===== src/rtl/trng_pkg.sv =====
// trng_pkg: shared types and constants for the TRNG request arbiter.
package trng_pkg;
  typedef enum logic [1:0] {IDLE, WAIT_RND, ACK, FAULT} arb_state_e;
  localparam int TRNG_DATA_W = 32;
  localparam int DEF_TIMEOUT_CYC = 255;
  function automatic int wrap_idx(input int v, input int n);
    return (v >= n) ? v - n : v;
  endfunction
endpackage


===== src/rtl/trng_rr_pick.sv =====
// trng_rr_pick: combinational round-robin picker, first set request at or after ptr_i.
module trng_rr_pick
  import trng_pkg::*;
#(
  parameter int N  = 4,
  parameter int IW = $clog2(N)
) (
  input  logic [N-1:0]  req_i,
  input  logic [IW-1:0] ptr_i,
  output logic [N-1:0]  gnt_o,
  output logic [IW-1:0] idx_o,
  output logic          any_o
);
  logic [IW-1:0] k;
  always_comb begin
    gnt_o = '0;
    idx_o = '0;
    any_o = 1'b0;
    k     = '0;
    for (int i = 0; i < N; i++) begin
      k = IW'(wrap_idx(int'(ptr_i) + i, N));
      if (!any_o && req_i[k]) begin
        any_o    = 1'b1;
        idx_o    = k;
        gnt_o[k] = 1'b1;
      end
    end
  end
endmodule


===== src/rtl/trng_req_arbiter.sv =====
// trng_req_arbiter: round-robin sharing of one TRNG word stream among NUM_REQ requesters,
// with read-acknowledge, timeout, sticky fault propagation and scrubbing of the captured word.
module trng_req_arbiter
  import trng_pkg::*;
#(
  parameter int NUM_REQ     = 4,
  parameter int DATA_W      = TRNG_DATA_W,
  parameter int TIMEOUT_CYC = DEF_TIMEOUT_CYC
) (
  input  logic               clk_i,
  input  logic               rst_ni,
  input  logic [NUM_REQ-1:0] req_i,
  output logic [NUM_REQ-1:0] gnt_o,
  output logic [NUM_REQ-1:0] rnd_valid_o,
  output logic [NUM_REQ-1:0] err_o,
  output logic [DATA_W-1:0]  rnd_data_o,
  output logic               fault_o,
  input  logic               trng_rnd_ready_i,
  input  logic [DATA_W-1:0]  trng_rnd_data_i,
  output logic               trng_ack_read_o,
  input  logic               trng_fault_i
);
  localparam int IW = $clog2(NUM_REQ);
  localparam int CW = $clog2(TIMEOUT_CYC + 1);

  arb_state_e         state_q, state_d;
  logic [NUM_REQ-1:0] gnt_q, gnt_d;
  logic [IW-1:0]      idx_q, idx_d, ptr_q, ptr_d;
  logic [CW-1:0]      cnt_q, cnt_d;
  logic [DATA_W-1:0]  data_q, data_d;
  logic [NUM_REQ-1:0] pick_gnt;
  logic [IW-1:0]      pick_idx, nxt_ptr;
  logic               pick_any, held, timeout;

  trng_rr_pick #(.N(NUM_REQ), .IW(IW)) u_pick (
    .req_i (req_i),
    .ptr_i (ptr_q),
    .gnt_o (pick_gnt),
    .idx_o (pick_idx),
    .any_o (pick_any)
  );

  assign nxt_ptr = IW'(wrap_idx(int'(idx_q) + 1, NUM_REQ));
  assign held    = |(req_i & gnt_q);
  assign timeout = cnt_q == CW'(TIMEOUT_CYC);

  always_ff @(posedge clk_i or negedge rst_ni) begin
    if (!rst_ni) begin
      state_q <= IDLE;
      gnt_q   <= '0;
      idx_q   <= '0;
      ptr_q   <= '0;
      cnt_q   <= '0;
      data_q  <= '0;
    end else begin
      state_q <= state_d;
      gnt_q   <= gnt_d;
      idx_q   <= idx_d;
      ptr_q   <= ptr_d;
      cnt_q   <= cnt_d;
      data_q  <= data_d;
    end
  end

  // data_d defaults to zero so the captured word lives exactly one cycle (ACK)
  always_comb begin
    state_d = state_q;
    gnt_d   = gnt_q;
    idx_d   = idx_q;
    ptr_d   = ptr_q;
    cnt_d   = cnt_q;
    data_d  = '0;
    case (state_q)
      IDLE: begin
        cnt_d = '0;
        if (trng_fault_i) state_d = FAULT;
        else if (pick_any) begin
          gnt_d   = pick_gnt;
          idx_d   = pick_idx;
          state_d = WAIT_RND;
        end
      end
      WAIT_RND: begin
        if (trng_fault_i) begin
          gnt_d   = '0;
          state_d = FAULT;
        end else if (!held || (!trng_rnd_ready_i && timeout)) begin
          gnt_d   = '0;
          ptr_d   = nxt_ptr;
          state_d = IDLE;
        end else if (trng_rnd_ready_i) begin
          data_d  = trng_rnd_data_i;
          state_d = ACK;
        end else cnt_d = cnt_q + 1'b1;
      end
      ACK: begin
        gnt_d   = '0;
        ptr_d   = nxt_ptr;
        state_d = trng_fault_i ? FAULT : IDLE;
      end
      default: gnt_d = '0;
    endcase
  end

  // err_o is asserted in the deciding WAIT_RND cycle so requesters can drop req_i before IDLE samples it
  always_comb begin
    gnt_o           = gnt_q;
    rnd_valid_o     = (state_q == ACK) ? gnt_q : '0;
    err_o           = (state_q == WAIT_RND && (trng_fault_i || (held && !trng_rnd_ready_i && timeout))) ? gnt_q : '0;
    rnd_data_o      = data_q;
    fault_o         = state_q == FAULT;
    trng_ack_read_o = state_q == ACK;
  end
endmodule


===== config.mk =====
export PLATFORM = sky130hd
export DESIGN_NAME = trng_req_arbiter
export DESIGN_NICKNAME = d
export VERILOG_FILES = /design/src/rtl/trng_pkg.sv /design/src/rtl/trng_rr_pick.sv /design/src/rtl/trng_req_arbiter.sv
export SDC_FILE = /design/constraint.sdc
export NUM_CORES = 1
export LEC_CHECK = 0
export BUFFER_PORTS_ARGS = -buffer_cell sky130_fd_sc_hd__clkbuf_2
export CAP_MARGIN = 20
export CELL_PAD_IN_SITES_DETAIL_PLACEMENT = 0
export CELL_PAD_IN_SITES_GLOBAL_PLACEMENT = 1
export CORE_ASPECT_RATIO = 1.75
export CORE_MARGIN = 2
export CORE_UTILIZATION = 40
export CTS_CLUSTER_DIAMETER = 200
export DETAILED_ROUTE_END_ITERATION = 8
export PLACE_DENSITY = 0.86
export RECOVER_POWER = 25
export SLEW_MARGIN = 20
export SYNTH_ARGS = -nofsm -noshare
export SYNTH_HDL_FRONTEND = slang
export SYNTH_SLANG_ARGS = --single-unit

===== constraint.sdc =====
create_clock -name clk_i -period 9.7 [get_ports clk_i]
set_input_delay 1.94 -clock clk_i [delete_from_list [all_inputs] [get_ports clk_i]]
set_output_delay 1.94 -clock clk_i [all_outputs]
set_load 0.05 [all_outputs]

After elaboration in Yosys (flattened, before gate mapping)
Index checks and enable logic that the tools add are counted.
{"block": "classes", "n_eq_ne": 13, "muxes": 58, "n_addsub": 10, "n_lt_le_gt_ge": 13, "reduce_logical": 28, "bitwise_logic": 5}
{"cell": "32-bit two-way mux", "count": 4}
{"cell": "4-bit two-way mux", "count": 10}
{"cell": "2-bit two-way mux", "count": 17}
{"cell": "8-bit two-way mux", "count": 3}
{"cell": "8-bit case mux with 2 select lines", "count": 1}
{"cell": "3-bit greater-or-equal comparator (second input constant)", "count": 4}
{"cell": "2-bit by 3-bit < comparator with 1-bit output (second input constant)", "count": 4}
{"cell": "1-bit two-way mux", "count": 12}
{"cell": "2-bit inequality test (second input constant)", "count": 6}
{"cell": "4-bit OR", "count": 3}
{"cell": "3-bit AND reduction", "count": 4}
{"cell": "1-bit logical AND", "count": 11}
{"cell": "2-bit by 1-bit subtractor with 2-bit output (second input constant)", "count": 5}
{"cell": "8-bit by 1-bit adder with 8-bit output (second input constant)", "count": 1}
{"cell": "1-bit binary-select mux with 2-bit select", "count": 4}
{"cell": "1-bit demux with 2-bit select", "count": 4}
{"cell": "8-bit equality test (second input constant)", "count": 1}
{"cell": "2-bit by 1-bit greater-or-equal comparator with 1-bit output (second input constant)", "count": 4}
{"cell": "4-bit case mux with 2 select lines", "count": 1}
{"cell": "2-bit by 1-bit adder with 3-bit output (second input constant)", "count": 2}
{"cell": "2-bit by 2-bit adder with 3-bit output (second input constant)", "count": 2}
{"cell": "3-bit inequality test (second input constant)", "count": 2}
{"cell": "2-bit case mux with 3 select lines", "count": 1}
{"cell": "1-bit zero test", "count": 5}
{"cell": "13 further kinds", "count": 16}
{"block": "word_totals", "reg_bits": 50, "out_inout_bits": 46, "wordCells": 133, "input_bits": 40}

Depth between registers and ports, before layout
Gate-level depths: netlist of run 1.
{"block": "depth", "ltp_word": 17, "ltp_mapped": 11, "depth_no_buf": 8}

Cells and area by module
From an unflattened synthesis of run 1, not the netlist that was laid out.
{"block": "hier_totals", "cells_unflattened": 236, "area_unflattened_um2": 2621.3}
{"module": "trng_req_arbiter", "area_each_um2": 2199.6, "cells_per_inst": 191, "instances": 1, "seq_area_each_um2": 1251.2}
{"module": "trng_rr_pick", "area_each_um2": 421.7, "cells_per_inst": 45, "instances": 1, "seq_area_each_um2": 0.0}

Worst setup path before layout of run 1
Ideal clock, no wire load.
{"block": "synth_path", "path_kind": "in2out", "startpoint": "input trng_rnd_ready_i", "endpoint": "output err_o[0]", "stages": 3, "setup_slack_ns": 4.551, "t_required_ns": 7.760, "t_arrival_ns": 3.209, "n_path_buf": 0, "path_cell_list": "or4_4 -> o21ai_0 -> and3_1"}
{"block": "synth_via", "elab_chain_len": 6}
{"item": "from (decl)", "line": "trng_req_arbiter.sv:18", "rtl": "input logic trng_rnd_ready_i,"}
{"item": "1-bit zero test", "line": "trng_req_arbiter.sv:109", "rtl": "err_o = (state_q == WAIT_RND && (trng_fault_i || (held && !trng_rnd_ready_i && timeout))) ? gnt_q : '0;"}
{"item": "1-bit logical AND (2 in a row)", "line": "trng_req_arbiter.sv:109"}
{"item": "1-bit logical OR", "line": "trng_req_arbiter.sv:109"}
{"item": "1-bit logical AND", "line": "trng_req_arbiter.sv:109"}
{"item": "4-bit two-way mux", "line": "trng_req_arbiter.sv:109"}
{"item": "to (decl)", "line": "trng_req_arbiter.sv:15", "rtl": "output logic [NUM_REQ-1:0] err_o,"}
No other way between the ends.

Worst setup path in the final report of run 1
{"block": "layout_path", "startpoint": "input trng_rnd_ready_i", "endpoint": "output err_o[1]"}
Same word-level chain as after synthesis.

==> results of run 1 <==
## through the flow
| step | hold WS [ps] | utilization | worst slack (ps) |
|---|---|---|---|
| after CTS | 517 | 0.521 | 4360 |
| after global placement | 481 | 0.501 | 4410 |
| after detailed placement | 496 | 0.501 | 4370 |
| final | 521 | 0.520 | 4360 |
| after global routing | 548 | 0.520 | 4270 |
| after floorplan | 465 | - | 4550 |
## power by group through the flow
stage / Clock [mW] / Sequential [mW] / Combinational (mW)
final: 0.148 / 0.263 / 0.321
after global routing: 0.160 / 0.270 / 0.358
after CTS: 0.152 / 0.264 / 0.321
after detailed placement: 0 / 0.268 / 0.320
after floorplan: 0 / 0.271 / 0.244
after global placement: 0 / 0.267 / 0.317
## final cells by class
class | count | area, um2 | share of cell area
inverters | 13 | 48.8 | 0.0158
multi-input cells | 162 | 1130 | 0.367
clock buffers | 5 | 68.8 | 0.0223
repair buffers | 87 | 437 | 0.142
flip-flops and latches | 50 | 1250 | 0.406
clock inverters | 3 | 47.5 | 0.0154
well taps | 78 | 97.6 | 0.0317
## per-layer routing
layer	share of wire	global-route usage	vias to the layer above
met5	0	0	-
met4	0.032	0.0761	0
met3	0.036	0.0260	12
met2	0.55	0.320	50
met1	0.38	0.182	990
li1	-	-	969
## cells in the mapped netlist (all sizes together) (2+ instances only)
library cell	instances	area, um2
and3	5	31.3
clkbuf	9	33.8
a21oi	14	70.1
inv	13	48.8
o21ai	16	80.1
ha	12	150
xor2	6	52.6
and2	36	225
nor2b	2	12.5
nor3b	2	15.0
nand2	14	52.6
mux4	4	90.1
nand2b	2	12.5
nor2	17	63.8
nand3	6	30.0
dfrtp	50	1250
a221oi	5	43.8
mux2	2	22.5
## state kept, by name, summed over array words and instances, names as in the netlist
name and cells:
gnt_o 4, state_q 2, ptr_q 2, rnd_data_o 32, cnt_q 8, idx_q 2
## worst max path at each step
| stage | start | endpoint | slack [ps] |
|---|---|---|---|
| 2_1_floorplan | trng_rnd_ready_i | err_o[0] | 4550 |
| 3_3_place_gp | trng_rnd_ready_i | err_o[0] | 4410 |
| 3_5_place_dp | trng_rnd_ready_i | err_o[1] | 4370 |
| 4_1_cts | trng_rnd_ready_i | err_o[1] | 4360 |
| 5_1_grt | trng_rnd_ready_i | err_o[1] | 4270 |
| 6_report | trng_rnd_ready_i | err_o[1] | 4360 |
## cell families (layout without fill, tap and decap cells)
logic type,after synthesis,count (layout),synth area share
AO/OA/AOI/OAI,46,46,0.116
AND/OR/NAND/NOR,90,90,0.204
flip-flops,50,50,0.506
buffers and inverters,23,108,0.0380
XOR/XNOR,7,7,0.0248
adder cells (fa/ha/maj),12,12,0.0608
multiplexers,7,7,0.0496
## worst max-delay path, stage by stage
cell and delay, ps:
clkbuf_2 100, or4_4 550, o21ai_0 320, and3_1 210, clkbuf_2 270
==> results.md, run 1 <==
* Run status: finished, violations left
* Violated checks: max-capacitance violations, max-slew violations
* Total Die Area at 6850 um2
* NetSw at 0.302 mW
* Top-Level Pins at 86
* Effective utilization at floorplan at 0.417
* Crit path arrival time at 3400 ps
* Mean cell area of the mapped netlist at 10.5 um2
* Setup-failing EPs final at 0
* Final instance count without filler cells at 398
* Highest Clock Rate at 0.187 GHz
* CP Data Required Time at 7760 ps
* Number of buffer cells added on primary ports at 85
* Post-route clock period utilization at 0.550
* Number of setup buffers added after CTS at 0
* Clock latency of the later-clocked register in the worst-skew pair at 290 ps
* GR Util All Layers at 0.169
* Max-slew violation total from the final report at 51
* Final Wtd Congestion at 0.842
* Number of distinct library cell variants in the gate-level netlist after synthesis at 38
* Root buffer selected by CTS: clkbuf_8
* Number of enable flip-flop cells after synthesis at 0
* Final-layout setup total negative slack at 0 ps
* Combinational power share at 0.439
* Max IR drop VDD at 0.141 mV
* Startpoint type of the worst setup path: primary input
* Area of the mapped netlist at 2470 um2
* Die X-Extent at 63.4 um
* Cell Area, Placed at 2970 um2
* Maximum clock path buffer count at 2
* Power density over the cells at 238 nW/um2
* N_diodes at 0
* Warnings, synthesis at 0
* Mean number of vias per cell at 5.08
* Post-CTS resize count at 0
* Sum of overflow across all layers after global routing at 0
* Vertical die dimension at 108 um
* Number of nets at the end of the flow at 371
* Hpwl dp at 4.29 mm
* Destination of the worst hold path: cnt_q[1]
* Cell depth of the worst min-delay path at 2
* RSZ-0062 raised after global routing: no
* Largest fanout on the critical path at 4
* P_leak at 1.65 nW
* Critical path type: in2out
* Endpoint of the lowest-slack register-to-register path: idx_q[1]
* First-pass GRT wire length at 9.19 mm
* Layout cells sized above 1 at 0.328
* Register bit total from synthesis at 50
* Num CTS Buffers at 5
* Number of design rule violations left after detail routing at 0
* Skew final at 11.7 ps
* Number of hold-slack violations in the final timing report at 0
* Start of the worst register-to-register path: ptr_q[0]
* Worst slew margin relative to its limit at -0.704
* Detailed-route via count at 2021
* Worst reg2reg setup slack at 6570 ps
* Cell internal power dissipation at 0.431 mW
* Max_cap viols at 1
* Placeable Area at 5930 um2
* Crit. End Element: output pin
* Total number of clock tree sinks at 50
* Post-synthesis instance total at 235
* Area Growth Syn to Fin at 24.7%
* Number of DRC violations after detailed-routing iteration 0 at 64
* Drt wl/cell at 13.9 um
* Maximum level of the CTS H-tree at 2
* Clock period minus final worst setup slack at 5340 ps
* Total iterations of the first detailed-routing run at 4
* Clock Power Share at 0.202
* Worst hold-check path type: reg2reg
* Cell row count at 37
* Number of nets with antenna violations after routing at 0
* Clock-pin transition on the worst setup and hold timing paths at 90 ps
* Relative contribution of sequential cells to total power at 0.360
* Antenna violations before repair at 0
* Async set or reset register ratio after synthesis at 1.00
* Worst r2r path cells at 7
* Fraction of power spent switching nets at 0.412
* Clock tree from TritonCTS: built
* Via count of the first global-routing pass at 1966
* Slew @ Worst Pin at 2560 ps
* Sum of internal, switching and leakage power at 0.733 mW
* Sequential share of the synthesized area at 0.506
* Cell area after layout at 3080 um2
* Final wirelength at 5.53 mm
* Total of fill cells in the finished design at 567
* Most used flip-flop cell after synthesis: dfrtp_1
* Top library cells by usage in the layout, fill and taps aside: clkbuf_2, dfrtp_1, and2_1, nor2_1, o21ai_0
* Net count of the mapped netlist at 287
* Placed instance count at 390
* Most common library cell in the layout ignoring fill and taps: clkbuf_2
* Number of hold buffers added after CTS at 0
* Maximum number of pins on one net before global-route repair at 51
* Hold Startpoint: cnt_q[1]
Note: power is estimated with default switching activity, not from simulation.
==> run 2, diff against run 1 <==
--- a/config.mk
+++ b/config.mk
@@ -11,10 +11,10 @@
 export CELL_PAD_IN_SITES_GLOBAL_PLACEMENT = 1
 export CORE_ASPECT_RATIO = 1.75
 export CORE_MARGIN = 2
-export CORE_UTILIZATION = 40
+export CORE_UTILIZATION = 37
 export CTS_CLUSTER_DIAMETER = 200
 export DETAILED_ROUTE_END_ITERATION = 8
-export PLACE_DENSITY = 0.86
+export PLACE_DENSITY = 0.81
 export RECOVER_POWER = 25
 export SLEW_MARGIN = 20
 export SYNTH_ARGS = -nofsm -noshare
==> constraint.sdc (replaced) <==
create_clock -name clk_i -period 5.5 [get_ports clk_i]
set_input_delay 1.1 -clock clk_i [delete_from_list [all_inputs] [get_ports clk_i]]
set_output_delay 1.1 -clock clk_i [all_outputs]
set_load 0.05 [all_outputs]
==> run 2 against run 1 <==
  * Wire length up 1.7%
  * The run still ends with max-capacitance violations, max-slew violations left
  * Largest power group unchanged
  * Non-clock buffer count unchanged
  * Global-route usage down 0.53 points
  * Register-to-register slack worse by 4200 ps
  * Final area up 0.89%
  * Critical path type unchanged
  * Sequential share of layout area down 0.36 points
  * Critical endpoint is now err_o[3]
  * Total power up 81%
  * Setup slack worse by 2600 ps
==> results.md, run 2 (synthesized netlist as in run 1, its figures left out) <==
* Cell area after layout at 3110 um2
* Endpoint of the lowest-slack register-to-register path: idx_q[1]
* Max_cap viols at 1
* Placeable Area at 6490 um2
* Placed instance count at 394
* Footprint of the multi-input gates at 1130 um2
* Mean number of vias per cell at 4.95
* Post-route clock period utilization at 0.670
* P_leak at 1.67 nW
* Number of nets with antenna violations after routing at 0
* Relative contribution of sequential cells to total power at 0.349
* Total iterations of the first detailed-routing run at 4
* Via count of the first global-routing pass at 1918
* Detailed-route via count at 1986
* Violated checks: max-capacitance violations, max-slew violations
* Effective utilization at floorplan at 0.381
* Maximum number of pins on one net before global-route repair at 51
* Post-route worst setup slack at 1810 ps
* Slew @ Worst Pin at 2630 ps
* Most common library cell in the layout ignoring fill and taps: clkbuf_2
* Post-CTS resize count at 0
* Total number of clock tree sinks at 50
* GR Util All Layers at 0.164
* Maximum clock path buffer count at 2
* Root buffer selected by CTS: clkbuf_16
* Hpwl dp at 4.31 mm
* Number of setup buffers added after CTS at 0
* Critical path origin: trng_rnd_ready_i
* Worst hold-check path type: reg2reg
* Setup-failing EPs final at 0
* Layout cells sized above 1 at 0.326
* RSZ-0062 raised after global routing: no
* Max IR drop VDD at 0.203 mV
* Fraction of power spent switching nets at 0.405
* Sum of overflow across all layers after global routing at 0
* Number of hold buffers added after CTS at 0
* Run status: finished, violations left
* Top library cells by usage in the layout, fill and taps aside: clkbuf_2, dfrtp_1, and2_1, nor2_1, o21ai_0
* Die X-Extent at 65.8 um
* Cell internal power dissipation at 0.789 mW
* N_diodes at 0
* Num CTS Buffers at 5
* Final-layout setup total negative slack at 0 ps
* Worst slew margin relative to its limit at -0.751
* Start of the worst register-to-register path: ptr_q[0]
* Highest Clock Rate at 0.271 GHz
* Clock latency of the later-clocked register in the worst-skew pair at 290 ps
* Worst r2r path cells at 7
* Total Die Area at 7370 um2
* First-pass GRT wire length at 9.30 mm
* Area Growth Syn to Fin at 25.8%
* Maximum level of the CTS H-tree at 2
* Largest fanout on the critical path at 4
* Power density over the cells at 427 nW/um2
* Clock-pin transition on the worst setup and hold timing paths at 60 ps
* Critical path endpoint: err_o[3]
* Top-Level Pins at 86
* Number of flip-flops in the largest register at 32
* Register area at 1250 um2
* Drt wl/cell at 14.0 um
* Crit. End Element: output pin
* Crit path arrival time at 2590 ps
* Skew final at 7.12 ps
* Max-slew violation total from the final report at 51
* NetSw at 0.537 mW
* Number of design rule violations left after detail routing at 0
* Cell row count at 39
* Vertical die dimension at 112 um
* Total of fill cells in the finished design at 628
* Clock period minus final worst setup slack at 3690 ps
* Worst reg2reg setup slack at 2410 ps
* Sum of internal, switching and leakage power at 1.33 mW
* Number of hold-slack violations in the final timing report at 0
* Cell Area, Placed at 2970 um2
* Final wirelength at 5.63 mm
* DP Worst Slack at 1790 ps
* Clock tree from TritonCTS: built
* Number of DRC violations after detailed-routing iteration 0 at 93
* Hold Slack at 503 ps
* Critical path type: in2out
* Final instance count without filler cells at 401
* Antenna violations before repair at 0
* Startpoint type of the worst setup path: primary input
* Utilization after layout at 0.479
* CP Data Required Time at 4400 ps
* Number of nets at the end of the flow at 371
* Final Wtd Congestion at 0.764
* Clock Power Share at 0.222
* Number of buffer cells added on primary ports at 85
* Combinational power share at 0.428
[run 2: changes by cell type in the layout (fill, tap and decap cells not counted), sizes merged]
| cell | delta |
|---|---|
| bufinv | -1 |
[run 2: per-layer routing]
layer | GRT usage | part of all wire | vias up
met5 | 0 | 0 | -
met4 | 0.0556 | 0.016 | 0
met3 | 0.0251 | 0.028 | 6
met2 | 0.315 | 0.60 | 49
met1 | 0.173 | 0.35 | 965
li1 | - | - | 966
[run 2: how the worst min path moves through the flow]
stage	slack, ps	end	depth (start not counted)	from
final	500	cnt_q[1]	2	cnt_q[1]
after global routing	540	ptr_q[0]	1	idx_q[0]
after CTS	500	cnt_q[1]	2	cnt_q[1]
after detailed placement	490	cnt_q[1]	2	cnt_q[1]
after global placement	490	cnt_q[1]	2	cnt_q[1]
after floorplan	460	cnt_q[1]	2	cnt_q[1]
[run 2: worst max-delay path, stage by stage]
cell	delay, ps
clkbuf_2	100
or4_4	550
o21ai_0	350
and3_1	210
clkbuf_2	270
[run 2: layout make-up]
class                   instances  share of cell area
flip-flops and latches         50               0.402
multi-input cells             162               0.364
repair buffers                 87               0.140
clock buffers                   5              0.0402
well taps                      82              0.0330
inverters                      13              0.0157
clock inverters                 2             0.00443
[run 2: power by group through the flow]
stage	Combinational [mW]	Sequential, mW	Clock [mW]
after global routing	0.635	0.474	0.321
after floorplan	0.430	0.478	0
final	0.568	0.463	0.295
after CTS	0.575	0.464	0.303
after detailed placement	0.573	0.470	0
after global placement	0.565	0.469	0
